<file path="src/rtl/filter_switch_ctrl.sv">
// -----------------------------------------------------------------------------
// filter_switch_ctrl
//
// Applies the key-driven filter selection to a pixel stream only at frame
// boundaries, so that a single frame is never processed by two filters.
// The stream passes through one backpressure-aware register stage. Every
// pixel leaving that stage is tagged with the filter that must process it.
//
// Ports:
//   clk, rst_n          system clock, synchronous active-low reset
//   filter_type[1:0]    requested filter (00 COLOUR, 01 BLUR, 10 BRIGHTNESS,
//                       11 EDGES)
//   in_data/in_valid/in_sop/in_eop, in_ready      upstream pixel stream
//   out_data/out_valid/out_sop/out_eop/out_filter, out_ready
//                                                 downstream pixel stream
//   active_filter[1:0]  filter currently committed
//   filter_changed      one-cycle pulse after a commit
//   switch_timeout      one-cycle pulse after a commit forced by timeout
//
// Optional build macro:
//   SETTLE_BLANK_EN     when defined, pixels accepted while settling after a
//                       switch are loaded with zero data, masking filter
//                       warm-up artefacts. sop/eop/valid/tag are unaffected.
// -----------------------------------------------------------------------------
module filter_switch_ctrl #(
  parameter int DATA_WIDTH     = 12,
  parameter int TIMEOUT_CYCLES = 1_000_000,
  parameter int SETTLE_FRAMES  = 1
) (
  input  logic                  clk,
  input  logic                  rst_n,
  input  logic [1:0]            filter_type,
  input  logic [DATA_WIDTH-1:0] in_data,
  input  logic                  in_valid,
  input  logic                  in_sop,
  input  logic                  in_eop,
  output logic                  in_ready,
  output logic [DATA_WIDTH-1:0] out_data,
  output logic                  out_valid,
  output logic                  out_sop,
  output logic                  out_eop,
  output logic [1:0]            out_filter,
  input  logic                  out_ready,
  output logic [1:0]            active_filter,
  output logic                  filter_changed,
  output logic                  switch_timeout
);

  // Counter widths. Both are at least one bit so that degenerate parameter
  // values (TIMEOUT_CYCLES = 1, SETTLE_FRAMES = 0) still elaborate.
  localparam int TW = (TIMEOUT_CYCLES > 1) ? $clog2(TIMEOUT_CYCLES) : 1;
  localparam int SW = (SETTLE_FRAMES > 0) ? $clog2(SETTLE_FRAMES + 1) : 1;
  localparam logic [TW-1:0] TIMEOUT_LAST =
    TW'((TIMEOUT_CYCLES > 0) ? (TIMEOUT_CYCLES - 1) : 0);
  localparam logic [SW-1:0] SETTLE_LAST =
    SW'((SETTLE_FRAMES > 0) ? (SETTLE_FRAMES - 1) : 0);

  typedef enum logic [1:0] {
    IDLE    = 2'd0,
    PENDING = 2'd1,
    SETTLE  = 2'd2
  } state_t;

  state_t          state_reg, state_next;
  logic [TW-1:0]   timeout_cnt_reg, timeout_cnt_next;
  logic [SW-1:0]   settle_cnt_reg, settle_cnt_next;

  logic            in_fire;
  logic            eop_fire;
  logic            commit;
  logic            commit_timeout;
  logic [DATA_WIDTH-1:0] load_data;

  // ---------------------------------------------------------------------------
  // Stream handshakes
  // ---------------------------------------------------------------------------
  assign in_ready = !out_valid || out_ready;
  assign in_fire  = in_valid && in_ready;
  assign eop_fire = in_fire && in_eop;

`ifdef SETTLE_BLANK_EN
  // Blanking is applied when the pixel is loaded, not on the output, so a
  // stalled pixel keeps its value even if the FSM leaves SETTLE meanwhile.
  assign load_data = (state_reg == SETTLE) ? '0 : in_data;
`else
  assign load_data = in_data;
`endif

  // ---------------------------------------------------------------------------
  // FSM: state register
  // ---------------------------------------------------------------------------
  always_ff @(posedge clk) begin
    if (!rst_n) begin
      state_reg       <= IDLE;
      timeout_cnt_reg <= '0;
      settle_cnt_reg  <= '0;
    end else begin
      state_reg       <= state_next;
      timeout_cnt_reg <= timeout_cnt_next;
      settle_cnt_reg  <= settle_cnt_next;
    end
  end

  // ---------------------------------------------------------------------------
  // FSM: next-state logic
  // ---------------------------------------------------------------------------
  always_comb begin
    state_next       = state_reg;
    timeout_cnt_next = timeout_cnt_reg;
    settle_cnt_next  = settle_cnt_reg;
    case (state_reg)
      IDLE: begin
        if (filter_type != active_filter) begin
          state_next       = PENDING;
          timeout_cnt_next = '0;
        end
      end
      PENDING: begin
        // The pending request is filter_type itself: it tracks the input
        // every cycle, and a commit takes whatever is sampled on that edge.
        if (filter_type == active_filter) begin
          state_next = IDLE;
        end else if (commit) begin
          state_next      = SETTLE;
          settle_cnt_next = '0;
        end else if (timeout_cnt_reg != TIMEOUT_LAST) begin
          timeout_cnt_next = timeout_cnt_reg + 1'b1;
        end
      end
      SETTLE: begin
        if (SETTLE_FRAMES == 0) begin
          state_next = IDLE;
        end else if (eop_fire) begin
          if (settle_cnt_reg == SETTLE_LAST) begin
            state_next      = IDLE;
            settle_cnt_next = '0;
          end else begin
            settle_cnt_next = settle_cnt_reg + 1'b1;
          end
        end
      end
      default: begin
        state_next = IDLE;
      end
    endcase
  end

  // ---------------------------------------------------------------------------
  // FSM: output logic
  // An end-of-frame takes priority over the timeout threshold, so a commit
  // that coincides with both is reported as a normal frame-boundary commit.
  // ---------------------------------------------------------------------------
  always_comb begin
    commit         = 1'b0;
    commit_timeout = 1'b0;
    case (state_reg)
      PENDING: begin
        if (filter_type != active_filter) begin
          if (eop_fire) begin
            commit = 1'b1;
          end else if (timeout_cnt_reg == TIMEOUT_LAST) begin
            commit         = 1'b1;
            commit_timeout = 1'b1;
          end
        end
      end
      default: begin
        commit         = 1'b0;
        commit_timeout = 1'b0;
      end
    endcase
  end

  // Committed filter and the status pulses. The pulses appear in the cycle
  // after the commit edge, together with the new active_filter value.
  always_ff @(posedge clk) begin
    if (!rst_n) begin
      active_filter  <= 2'b00;
      filter_changed <= 1'b0;
      switch_timeout <= 1'b0;
    end else begin
      if (commit) begin
        active_filter <= filter_type;
      end
      filter_changed <= commit;
      switch_timeout <= commit_timeout;
    end
  end

  // ---------------------------------------------------------------------------
  // Output register stage. The tag is the committed filter before this edge,
  // so the eop that triggers a commit still carries the old filter and the
  // next frame's first pixel carries the new one.
  // ---------------------------------------------------------------------------
  always_ff @(posedge clk) begin
    if (!rst_n) begin
      out_valid  <= 1'b0;
      out_data   <= '0;
      out_sop    <= 1'b0;
      out_eop    <= 1'b0;
      out_filter <= 2'b00;
    end else begin
      if (in_fire) begin
        out_valid  <= 1'b1;
        out_data   <= load_data;
        out_sop    <= in_sop;
        out_eop    <= in_eop;
        out_filter <= active_filter;
      end else if (out_ready) begin
        out_valid <= 1'b0;
      end
    end
  end

endmodule

</file>
<file path="config.mk">
export PLATFORM = sky130hd
export DESIGN_NAME = filter_switch_ctrl
export DESIGN_NICKNAME = d
export VERILOG_FILES = /design/src/rtl/filter_switch_ctrl.sv
export SDC_FILE = /design/constraint.sdc
export NUM_CORES = 1
export LEC_CHECK = 0
export ABC_AREA = 1
export ABC_CLOCK_PERIOD_IN_PS = 2660
export CAP_MARGIN = 10
export CORE_MARGIN = 3
export CORE_UTILIZATION = 34
export DETAILED_ROUTE_END_ITERATION = 8
export PLACE_DENSITY_LB_ADDON = 0.05
export SYNTH_ARGS = -nofsm -noshare
export SYNTH_HDL_FRONTEND = slang
export SYNTH_SLANG_ARGS = --single-unit
export TNS_END_PERCENT = 1
</file>
<file path="constraint.sdc">
create_clock -name clk -period 2.66 [get_ports clk]
set_clock_uncertainty 0.1 [all_clocks]
set_input_delay 0.532 -clock clk [delete_from_list [all_inputs] [get_ports clk]]
set_output_delay 0.532 -clock clk [all_outputs]
set_load 0.01 [all_outputs]
</file>
==> flow_summary.ini <==
[power_and_ir_drop]
comb_power_share = 0.170
p_seq_frac = 0.505
intPower_mw = 0.9775
clkPwrFrac = 0.326
p_switching_mw = 0.3834
peakVddDrop_uv = 220.5
power_leakage_nw = 1.027
p_sw_frac = 0.2817
cellPowerDensity_nw_per_um2 = 495.8

[clock_network]
tritoncts = yes
ctsResizeCount = 0
clkLatencyLatePin_ps = 300
clock_path_buffers = 2
numClockSinks = 43
cts_buffers = 5
htreeDepth = 2
holdBufCountCts = 0
postCtsSetupRepairBufs = 0
root_buffer = clkbuf_8
cts.clk_slew.worst_paths_ps = 80

[worst_setup_path]
crit_path_start_kind = input port
required_ps = 2030
cp_max_fo = 3
critical_path_arrival_ps = 1650
rr_worst_depth = 10
critPathKind = input port to output pin
endpoint_kind = output pin
r2r_slack_ps = 630

[final_layout]
largest_reg_flops = 20
final_util = 0.4529
nets = 403
layout-drive-gt1-share = 0.05497
final_cell_mix = nand2_1, nor2_1, dfxtp_1
diodes = 0
final_area_um2 = 2745
area_growth_pct = 26.75
final_common_cell = nand2_1

[route]
drtPass1Iterations = 4
wl_met2_um = 2383
drt_wl_total_um = 5555
wl_met3_um = 257
top_layer = met4
wl_met1_um = 2838
drt_iter0_drc = 72
drt-wirelength-per-cell_um = 12.16
vias = 2145
routed_via_density = 4.694
drc = 0
ant_nets = 0

[global_routing]
grt_pass1_wl_um = 9459
antenna_found_initial = 0
grt-ovfl-total = 0
grtUsageTotal = 0.1619
grt_max_degree = 27
grt_pass1_vias = 1983

[timing]
fmax_ghz = 0.4388
drv_slew = 0
setup_viol = 0
worst_pin_slew_ps = 529.8
timing.final.crit_share = 0.8568
max_slew_margin = 0.6464
min_period_ps = 2279
hold_viol = 0
rsz0062_at_grt = no
tns_ps = 0

[floorplanning]
dieArea_um2 = 7363
row_count = 28
die_h_um = 85.81
core_um2 = 6061
io_pins = 42
fp.dieW_um = 85.81
initial_core_util = 0.3573

[yosys]
synth-compound-area-share = 0.09821
synth_nets = 360
synth_top_family_by_area = simple AND/OR/NAND/NOR gates
synthSimpleGateAreaFrac = 0.3975
syn_area_um2 = 2166
synth_mux_area_frac = 0
synth_ff_type = dfxtp_1
synth_edf_count = 0
syn_avg_cell_area_um2 = 6.389
postSynth.asyncResetShare = 0
yosys.area_share.adder = 0.005777
ys_ff_latch = 43
yosysWarnings = 0
synth-seq-area-share = 0.3975
ys_types = 24
yosys.area_share.xor_xnor = 0.02022
syn_inst = 339

[placement]
hpwl_um = 4161
portBuffers = 41
gp_congestion = 0.9067
postPlaceCellArea_um2 = 2658

[worst_hold_path]
worstHoldPathCells = 2
min_path_type = flop to flop

[status]
status = completed

[job]
maxCapViolCount = 0
## metal layers
layer	track usage	vias to the layer above
li1	-	1155
met1	0.2239	935
met2	0.2514	46
met3	0.03554	9
met4	0.05036	0
met5	0	-
## kinds of logic (layout without fill, tap and decap cells)
family,count (synthesis),count (layout)
compound gates,42,42
xor+xnor,5,5
fa+ha+maj,1,1
buf+inv,43,86
flops,43,43
simple gates,205,205
## critical path, cell delays in order
cell and delay, ps:
clkdlybuf4s50_1 450, inv_1 40, nand2_2 70, clkdlybuf4s50_1 540
## Yosys cell counts (2+ instances only)
library cell | instances | area, um2
o21ai_0 | 18 | 90.09
nand4_1 | 6 | 37.54
nand3_1 | 25 | 125.1
nand2_1 | 82 | 307.8
buf_2 | 4 | 20.02
xor2_1 | 4 | 35.03
clkbuf_1 | 3 | 11.26
nand2_2 | 4 | 25.02
buf_1 | 2 | 7.510
nor3_1 | 8 | 40.04
a21oi_1 | 23 | 115.1
dfxtp_1 | 43 | 860.8
nor2_1 | 77 | 289.0
inv_1 | 30 | 112.6
## stage by stage
stage	hold slack, ps	worst slack (ps)	total power, mW	instances
global placement	353.7	322.4	0.9348	450
detailed placement	365.9	256.6	0.9364	450
finish	375.5	381.0	1.361	457
floorplan	351.5	963.6	0.8274	339
global route	406.0	345.8	1.433	457
CTS	381.2	366.4	1.373	457
## worst paths after layout
path / start / end
hold / removal: out_eop / out_eop
setup / recovery: out_ready / in_ready
setup reg to reg: timeout_cnt_reg[0] / timeout_cnt_reg[7]
hold reg to reg: out_eop / out_eop
## power by group through the flow
stage | clock network, mW | logic [mW] | registers (mW)
finish | 0.443 | 0.231 | 0.687
global route | 0.482 | 0.259 | 0.691
CTS | 0.452 | 0.234 | 0.687
detailed placement | 0 | 0.234 | 0.702
global placement | 0 | 0.233 | 0.702
floorplan | 0 | 0.116 | 0.711
## cell type report
cell class              count  area [um2]
fillers                   646        3316
multi-input cells         253        1130
flip-flops and latches     43       860.8
repair buffers             46       447.9
inverters                  33       125.1
well taps                  75       93.84
clock buffers               6       82.58
clock inverters             1       5.005
Power figures use the tool's default switching activity.
